[config.mk]
export PLATFORM = sky130hd
export DESIGN_NAME = rc4_engine_flat
export DESIGN_NICKNAME = d
export VERILOG_FILES = /design/src/rtl/rc4_engine_if.sv /design/src/rtl/rc4_engine.sv /design/src/flat_wrapper.sv
export SDC_FILE = /design/constraint.sdc
export NUM_CORES = 1
export LEC_CHECK = 0
export BUFFER_PORTS_ARGS = -buffer_cell sky130_fd_sc_hd__buf_4
export CAP_MARGIN = 20
export CORE_UTILIZATION = 55
export CTS_BUF_LIST = sky130_fd_sc_hd__clkbuf_8
export DETAILED_ROUTE_END_ITERATION = 12
export MAX_ROUTING_LAYER = met4
export PLACE_DENSITY = 0.78
export SYNTH_ARGS = -nofsm -noshare
export SYNTH_HDL_FRONTEND = slang
export SYNTH_SLANG_ARGS = --single-unit
[constraint.sdc]
create_clock -name clock -period 7.4 [get_ports clock]
set_clock_uncertainty 0.1 [all_clocks]
set_input_delay 0.74 -clock clock [delete_from_list [all_inputs] [get_ports clock]]
set_output_delay 0.74 -clock clock [all_outputs]
set_load 0.02 [all_outputs]
[src/rtl/rc4_engine_if.sv]
// rtl/rc4_engine_if.sv - RC4 engine control, S RAM, ciphertext ROM and plaintext RAM bus
`timescale 1ns/1ps
interface rc4_engine_if #(
    parameter int KEY_BYTES = 3,
    parameter int MSG_LEN   = 32
);
    localparam int MSG_AW = (MSG_LEN > 1) ? $clog2(MSG_LEN) : 1;

    logic                   start;
    logic [8*KEY_BYTES-1:0] secret_key;
    logic                   busy;
    logic                   done;
    logic                   fail;
    logic [7:0]             s_address;
    logic [7:0]             s_data;
    logic                   s_wren;
    logic [7:0]             s_q;
    logic [MSG_AW-1:0]      rom_address;
    logic [7:0]             rom_q;
    logic [MSG_AW-1:0]      d_address;
    logic [7:0]             d_data;
    logic                   d_wren;

    modport master (
        output start, secret_key, s_q, rom_q,
        input  busy, done, fail, s_address, s_data, s_wren,
               rom_address, d_address, d_data, d_wren
    );

    modport slave (
        input  start, secret_key, s_q, rom_q,
        output busy, done, fail, s_address, s_data, s_wren,
               rom_address, d_address, d_data, d_wren
    );
endinterface

[src/rtl/rc4_engine.sv]
// rtl/rc4_engine.sv - RC4 decryptor (KSA + PRGA) over external S RAM; RC4_VALID_CHECK_EN adds plaintext check
`timescale 1ns/1ps
module rc4_engine #(
    parameter int KEY_BYTES = 3,
    parameter int MSG_LEN   = 32
) (
    input  logic         clock,
    input  logic         reset_n,
    rc4_engine_if.slave  bus
);
    localparam int MSG_AW = (MSG_LEN > 1) ? $clog2(MSG_LEN) : 1;
    localparam logic [MSG_AW-1:0] K_LAST = MSG_AW'(MSG_LEN - 1);

    localparam logic [2:0] IDLE = 3'd0;
    localparam logic [2:0] INIT = 3'd1;
    localparam logic [2:0] KSA  = 3'd2;
    localparam logic [2:0] PRGA = 3'd3;
    localparam logic [2:0] DONE = 3'd4;

    logic [2:0]             state;
    logic [2:0]             step;
    logic [7:0]             i, j, si, sj;
    logic [MSG_AW-1:0]      k;
    logic [8*KEY_BYTES-1:0] key_r;
    logic                   fail_r;

    logic [7:0] key_byte, j_ksa, j_prga, plain;
    logic       byte_ok;

    // The key register rotates one byte per KSA step, so its top byte is always key[i mod KEY_BYTES].
    assign key_byte = key_r[8*KEY_BYTES-1 -: 8];
    assign j_ksa    = j + bus.s_q + key_byte;
    assign j_prga   = j + bus.s_q;
    assign plain    = bus.s_q ^ bus.rom_q;

`ifdef RC4_VALID_CHECK_EN
    assign byte_ok = ((plain >= 8'h61) && (plain <= 8'h7a)) || (plain == 8'h20);
`else
    assign byte_ok = 1'b1;
`endif

    always_ff @(posedge clock or negedge reset_n) begin
        if (!reset_n) begin
            state  <= IDLE;
            step   <= 3'd0;
            i      <= 8'd0;
            j      <= 8'd0;
            si     <= 8'd0;
            sj     <= 8'd0;
            k      <= '0;
            key_r  <= '0;
            fail_r <= 1'b0;
        end else begin
            case (state)
                IDLE: if (bus.start) begin
                    key_r  <= bus.secret_key;
                    fail_r <= 1'b0;
                    i      <= 8'd0;
                    state  <= INIT;
                end
                INIT: begin
                    i <= i + 8'd1;
                    if (i == 8'hff) begin
                        state <= KSA;
                        step  <= 3'd0;
                        j     <= 8'd0;
                    end
                end
                KSA: begin
                    step <= step + 3'd1;
                    if (step == 3'd1) begin
                        si    <= bus.s_q;
                        j     <= j_ksa;
                        key_r <= (key_r << 8) | (key_r >> (8*(KEY_BYTES-1)));
                    end
                    if (step == 3'd4) begin
                        step <= 3'd0;
                        i    <= i + 8'd1;
                        if (i == 8'hff) begin
                            state <= PRGA;
                            j     <= 8'd0;
                            k     <= '0;
                        end
                    end
                end
                PRGA: begin
                    step <= step + 3'd1;
                    case (step)
                        3'd0: i <= i + 8'd1;
                        3'd1: begin
                            si <= bus.s_q;
                            j  <= j_prga;
                        end
                        3'd3: sj <= bus.s_q;
                        3'd6: begin
                            step <= 3'd0;
                            if (!byte_ok) begin
                                fail_r <= 1'b1;
                                state  <= DONE;
                            end else if (k == K_LAST) begin
                                state <= DONE;
                            end else begin
                                k <= k + 1'b1;
                            end
                        end
                        default: ;
                    endcase
                end
                DONE: begin
                    state <= IDLE;
                    i     <= 8'd0;
                    j     <= 8'd0;
                    k     <= '0;
                end
                default: state <= IDLE;
            endcase
        end
    end

    // Swap is read S[i], read S[j], write S[i]=S[j], write S[j]=old S[i]; with i==j both writes restore S[i].
    always_comb begin
        bus.s_address   = 8'd0;
        bus.s_data      = 8'd0;
        bus.s_wren      = 1'b0;
        bus.d_wren      = 1'b0;
        bus.d_data      = 8'd0;
        bus.d_address   = '0;
        bus.rom_address = '0;
        case (state)
            INIT: begin
                bus.s_address = i;
                bus.s_data    = i;
                bus.s_wren    = 1'b1;
            end
            KSA, PRGA: begin
                case (step)
                    3'd0: bus.s_address = (state == PRGA) ? i + 8'd1 : i;
                    3'd2: bus.s_address = j;
                    3'd3: begin
                        bus.s_address = i;
                        bus.s_data    = bus.s_q;
                        bus.s_wren    = 1'b1;
                    end
                    3'd4: begin
                        bus.s_address = j;
                        bus.s_data    = si;
                        bus.s_wren    = 1'b1;
                    end
                    3'd5: bus.s_address = (state == PRGA) ? si + sj : 8'd0;
                    default: ;
                endcase
                if (state == PRGA) begin
                    bus.rom_address = k;
                    if (step == 3'd6 && byte_ok) begin
                        bus.d_wren    = 1'b1;
                        bus.d_address = k;
                        bus.d_data    = plain;
                    end
                end
            end
            default: ;
        endcase
    end

    assign bus.busy = (state == INIT) || (state == KSA) || (state == PRGA);
    assign bus.done = (state == DONE);
    assign bus.fail = fail_r;
endmodule
[src/flat_wrapper.sv]
// flat-port wrapper written by rule: the top's interface ports become plain ports
module rc4_engine_flat 
#(
    parameter int KEY_BYTES = 3,
    parameter int MSG_LEN   = 32
)
  (clock, reset_n, bus_start, bus_secret_key, bus_s_q, bus_rom_q, bus_busy, bus_done, bus_fail, bus_s_address, bus_s_data, bus_s_wren, bus_rom_address, bus_d_address, bus_d_data, bus_d_wren);
  rc4_engine_if #(.KEY_BYTES(KEY_BYTES), .MSG_LEN(MSG_LEN)) bus_i ();
  input  logic clock;
  input  logic reset_n;
  input wire logic [$bits(bus_i.start)-1:0] bus_start;
  input wire logic [$bits(bus_i.secret_key)-1:0] bus_secret_key;
  input wire logic [$bits(bus_i.s_q)-1:0] bus_s_q;
  input wire logic [$bits(bus_i.rom_q)-1:0] bus_rom_q;
  output wire logic [$bits(bus_i.busy)-1:0] bus_busy;
  output wire logic [$bits(bus_i.done)-1:0] bus_done;
  output wire logic [$bits(bus_i.fail)-1:0] bus_fail;
  output wire logic [$bits(bus_i.s_address)-1:0] bus_s_address;
  output wire logic [$bits(bus_i.s_data)-1:0] bus_s_data;
  output wire logic [$bits(bus_i.s_wren)-1:0] bus_s_wren;
  output wire logic [$bits(bus_i.rom_address)-1:0] bus_rom_address;
  output wire logic [$bits(bus_i.d_address)-1:0] bus_d_address;
  output wire logic [$bits(bus_i.d_data)-1:0] bus_d_data;
  output wire logic [$bits(bus_i.d_wren)-1:0] bus_d_wren;
  assign bus_i.start = bus_start;
  assign bus_i.secret_key = bus_secret_key;
  assign bus_i.s_q = bus_s_q;
  assign bus_i.rom_q = bus_rom_q;
  assign bus_busy = bus_i.busy;
  assign bus_done = bus_i.done;
  assign bus_fail = bus_i.fail;
  assign bus_s_address = bus_i.s_address;
  assign bus_s_data = bus_i.s_data;
  assign bus_s_wren = bus_i.s_wren;
  assign bus_rom_address = bus_i.rom_address;
  assign bus_d_address = bus_i.d_address;
  assign bus_d_data = bus_i.d_data;
  assign bus_d_wren = bus_i.d_wren;
  rc4_engine #(.KEY_BYTES(KEY_BYTES), .MSG_LEN(MSG_LEN)) u_core (.clock(clock), .reset_n(reset_n), .bus(bus_i));
endmodule
==> flow_summary.ini <==
[clocking]
cts_post_setup_buffers_inserted = 0
cts_tree = yes
postCtsHoldBufs = 0
cts.root.buffer_cell = sky130_fd_sc_hd__clkbuf_8
cts_repair_resize_count = 0
cts_buffers = 9
clock_slew_seen_by_the_registers_of_the_worst_setup_and_hold_paths_ns = 0.09
tritoncts_num_sinks = 67
cts.htree.levels = 3
clock_insertion_delay_worst_skew_ns = 0.36
cts_buffer_depth = 2

[setup_path]
timing.critical_path.slowest_cell_delay_ns = 0.79
timing_worst_setup_path_type = reg2out
worstPathArrival_ns = 3.13
critical_path.cell_chain = and3b_1 > nand3_1 > inv_1 > and2_1 > buf_4
critPathLaunchType = flop
regToRegSetupSlack_ns = 3.88
worstReg2RegEnd = u_core.j[7]
worst_path_max_delay_cell = sky130_fd_sc_hd__dfrtp_1
worstSetupEndpointType = output port
worstRegToRegCells = 12
critical_path_maximum_fanout = 16
critical_path.reg2reg.startpoint = u_core.j[0]
cp_data_required_time_ns = 6.56

[logic_synthesis]
number_of_storage_elements_in_the_synthesis_netlist = 67
postSynthCellCount = 541
synth-warning-count = 0
synth_top_flop_cell = sky130_fd_sc_hd__dfrtp_1
synthesis.area_per_instance_um2 = 9.01
synth-async-reset-ratio = 1.00
synth.net_count = 616
post_synth_num_cell_types = 67
post_synthesis_sequential_area_ratio = 0.344
synth_edf_count = 0
syn-cell-area_um2 = 4880

[outcome]
run_status = complete, no violations

[sta]
fmax_mhz = 252
fin_hold_ws_ns = 0.371
timing.max_slew.rel_slack = 0.364
finalCriticalPeriod_ns = 3.97
hold_violations = 0
fin_crit_sh = 0.536
report.final.slew_viol_count = 0
unrepaired_setup_endpoints_after_global_routing = no
tightest_slew_ns = 0.952
final_tns_setup_ns = 0
final_setup_viols = 0
final_worst_setup_slack_ns = 3.43

[placement]
place_worst_setup_slack_ns = 3.47
port_buffers = 80
gp_congestion = 0.949
dpl.hpwl_um = 9270

[route]
drcViolationCount = 0
finalWirelength_um = 12500
detail_route.wl_per_cell_um = 17.4
initialDrtViolationCount = 274
vias = 4345
route.antenna.remaining_nets = 0
drt-pass1-iter-count = 5
route.detailed.vias_per_inst = 6.05

[power]
total_leakage_power_nw = 2.49
power.ir.vdd_worst_mv = 0.117
power.density_nw_per_um2 = 134

[min_path]
worst_hold_path_type = in2async

[finish]
antenna_cells = 0
area_of_the_multi_input_gates_um2 = 3000
net_total_in_the_final_layout = 684
regArea_um2 = 1680
count_of_fill_cells_added_during_filler_insertion = 696
drive_gt1_frac = 0.214
areaGrowthSynthToFinish_pct = 16.0

[grt]
first_global_vias = 4270
grt.total_usage = 0.304
wire_length_of_the_first_global_routing_pass_um = 20800
grt_antenna_before_repair = 0
grt_start_max_net_pins = 68
overflow = 0

[floorplanning]
coreArea_um2 = 8380
floorplan.die.height_um = 96.2
rows = 33
ioPinCount = 82
dieArea_um2 = 9250
initial_core_util = 0.582
width_of_the_die_um = 96.2

[flow_run]
max-cap-violations = 0
critical path: cells and delay by family, from the launching register on:
family                 cells  cell delay [ns]
buffers and inverters      2             0.48
DFF                        1             0.79
and+or+nand+nor            3             1.49
cells in the final DEF (no fill, tap or decap), types with 19 or more instances in the layout:
cell	Yosys	layout
sky130_fd_sc_hd__nand2_1	66	66
sky130_fd_sc_hd__inv_1	19	19
sky130_fd_sc_hd__a21oi_1	24	24
sky130_fd_sc_hd__buf_4	4	81
sky130_fd_sc_hd__o21ai_1	37	37
sky130_fd_sc_hd__mux2i_1	27	27
sky130_fd_sc_hd__dfrtp_1	67	67
sky130_fd_sc_hd__o21ai_0	39	39
sky130_fd_sc_hd__nor2_1	28	28
sky130_fd_sc_hd__ha_1	29	29
metrics by stage:
step | instances | total power, mW | util | area (um^2)
after floorplan | 541 | 0.449 | - | 4880
after global placement | 703 | 0.486 | 0.655 | 5490
after detailed placement | 703 | 0.492 | 0.655 | 5490
after CTS | 718 | 0.761 | 0.675 | 5660
after global routing | 718 | 0.790 | 0.675 | 5660
final | 718 | 0.758 | 0.675 | 5660
registers in the layout, indices dropped and copies added, names as in the netlist:
signal,count
u_core.j,8
u_core.step,3
u_core.si,8
u_core.key_r,24
u_core.state,3
u_core.sj,8
u_core.k,5
u_core.i,8
report_power, final:
| part | switching [mW] | internal [mW] |
|---|---|---|
| clock | 0.153 | 0.120 |
| sequential | 0.00704 | 0.375 |
| combinational | 0.0531 | 0.0489 |
| total | 0.213 | 0.544 |
area by class of cell:
cell class / count / area share
Timing Repair Buffer: 81 / 0.108
Clock inverter: 6 / 0.00752
Clock buffer: 9 / 0.0219
Inverter: 19 / 0.0126
Multi-Input combinational cell: 431 / 0.531
Sequential cell: 67 / 0.296
Tap cell: 105 / 0.0232
worst max path at each step:
stage	slack [ns]	start	endpoint	cells after the start
after global placement	3.64	bus_s_q[0]	u_core.j[7]	13
after global routing	3.27	u_core.state[0]	bus_d_address[0]	5
after floorplan	3.89	bus_s_q[0]	u_core.j[7]	12
final	3.43	u_core.state[0]	bus_d_address[4]	5
after detailed placement	3.47	bus_s_q[0]	u_core.j[7]	13
after CTS	3.50	u_core.state[0]	bus_d_address[4]	5
synthesized netlist by cell type (6+ instances only):
master / n / area, um^2
sky130_fd_sc_hd__o21ai_1: 37 / 185
sky130_fd_sc_hd__nand2_1: 66 / 248
sky130_fd_sc_hd__clkbuf_1: 8 / 30.0
sky130_fd_sc_hd__buf_2: 11 / 55.1
sky130_fd_sc_hd__a21o_1: 8 / 60.1
sky130_fd_sc_hd__and2_1: 14 / 87.6
sky130_fd_sc_hd__o21ai_0: 39 / 195
sky130_fd_sc_hd__nor3_1: 11 / 55.1
sky130_fd_sc_hd__mux2_2: 16 / 180
sky130_fd_sc_hd__xor2_1: 9 / 78.8
sky130_fd_sc_hd__nor2_1: 28 / 105
sky130_fd_sc_hd__nand3_1: 7 / 35.0
sky130_fd_sc_hd__a21oi_1: 24 / 120
sky130_fd_sc_hd__dfrtp_1: 67 / 1680
sky130_fd_sc_hd__nor2b_1: 6 / 37.5
sky130_fd_sc_hd__inv_1: 19 / 71.3
sky130_fd_sc_hd__ha_1: 29 / 363
sky130_fd_sc_hd__xnor2_1: 17 / 149
sky130_fd_sc_hd__a22oi_1: 12 / 90.1
sky130_fd_sc_hd__mux2i_1: 27 / 270
metal layers:
metal / routed length, um / global-route usage
met1: 5350 / 0.382
met2: 6160 / 0.487
met3: 768 / 0.0648
met4: 243 / 0.102
met5: 0 / -
cell families (layout without fill, tap and decap cells):
| family | after synthesis | in the layout | share of synthesized area |
|---|---|---|---|
| AOI/OAI and AO/OA | 167 | 167 | 0.220 |
| and+or+nand+nor | 162 | 162 | 0.169 |
| DFF | 67 | 67 | 0.344 |
| muxes | 43 | 43 | 0.0924 |
| buffers and inverters | 43 | 115 | 0.0405 |
| adders and majority gates | 32 | 32 | 0.0867 |
| xor gates and xnor gates | 26 | 26 | 0.0467 |
| other | 1 | 1 | 0.000769 |
No activity file was read; power rests on OpenSTA's default activity.
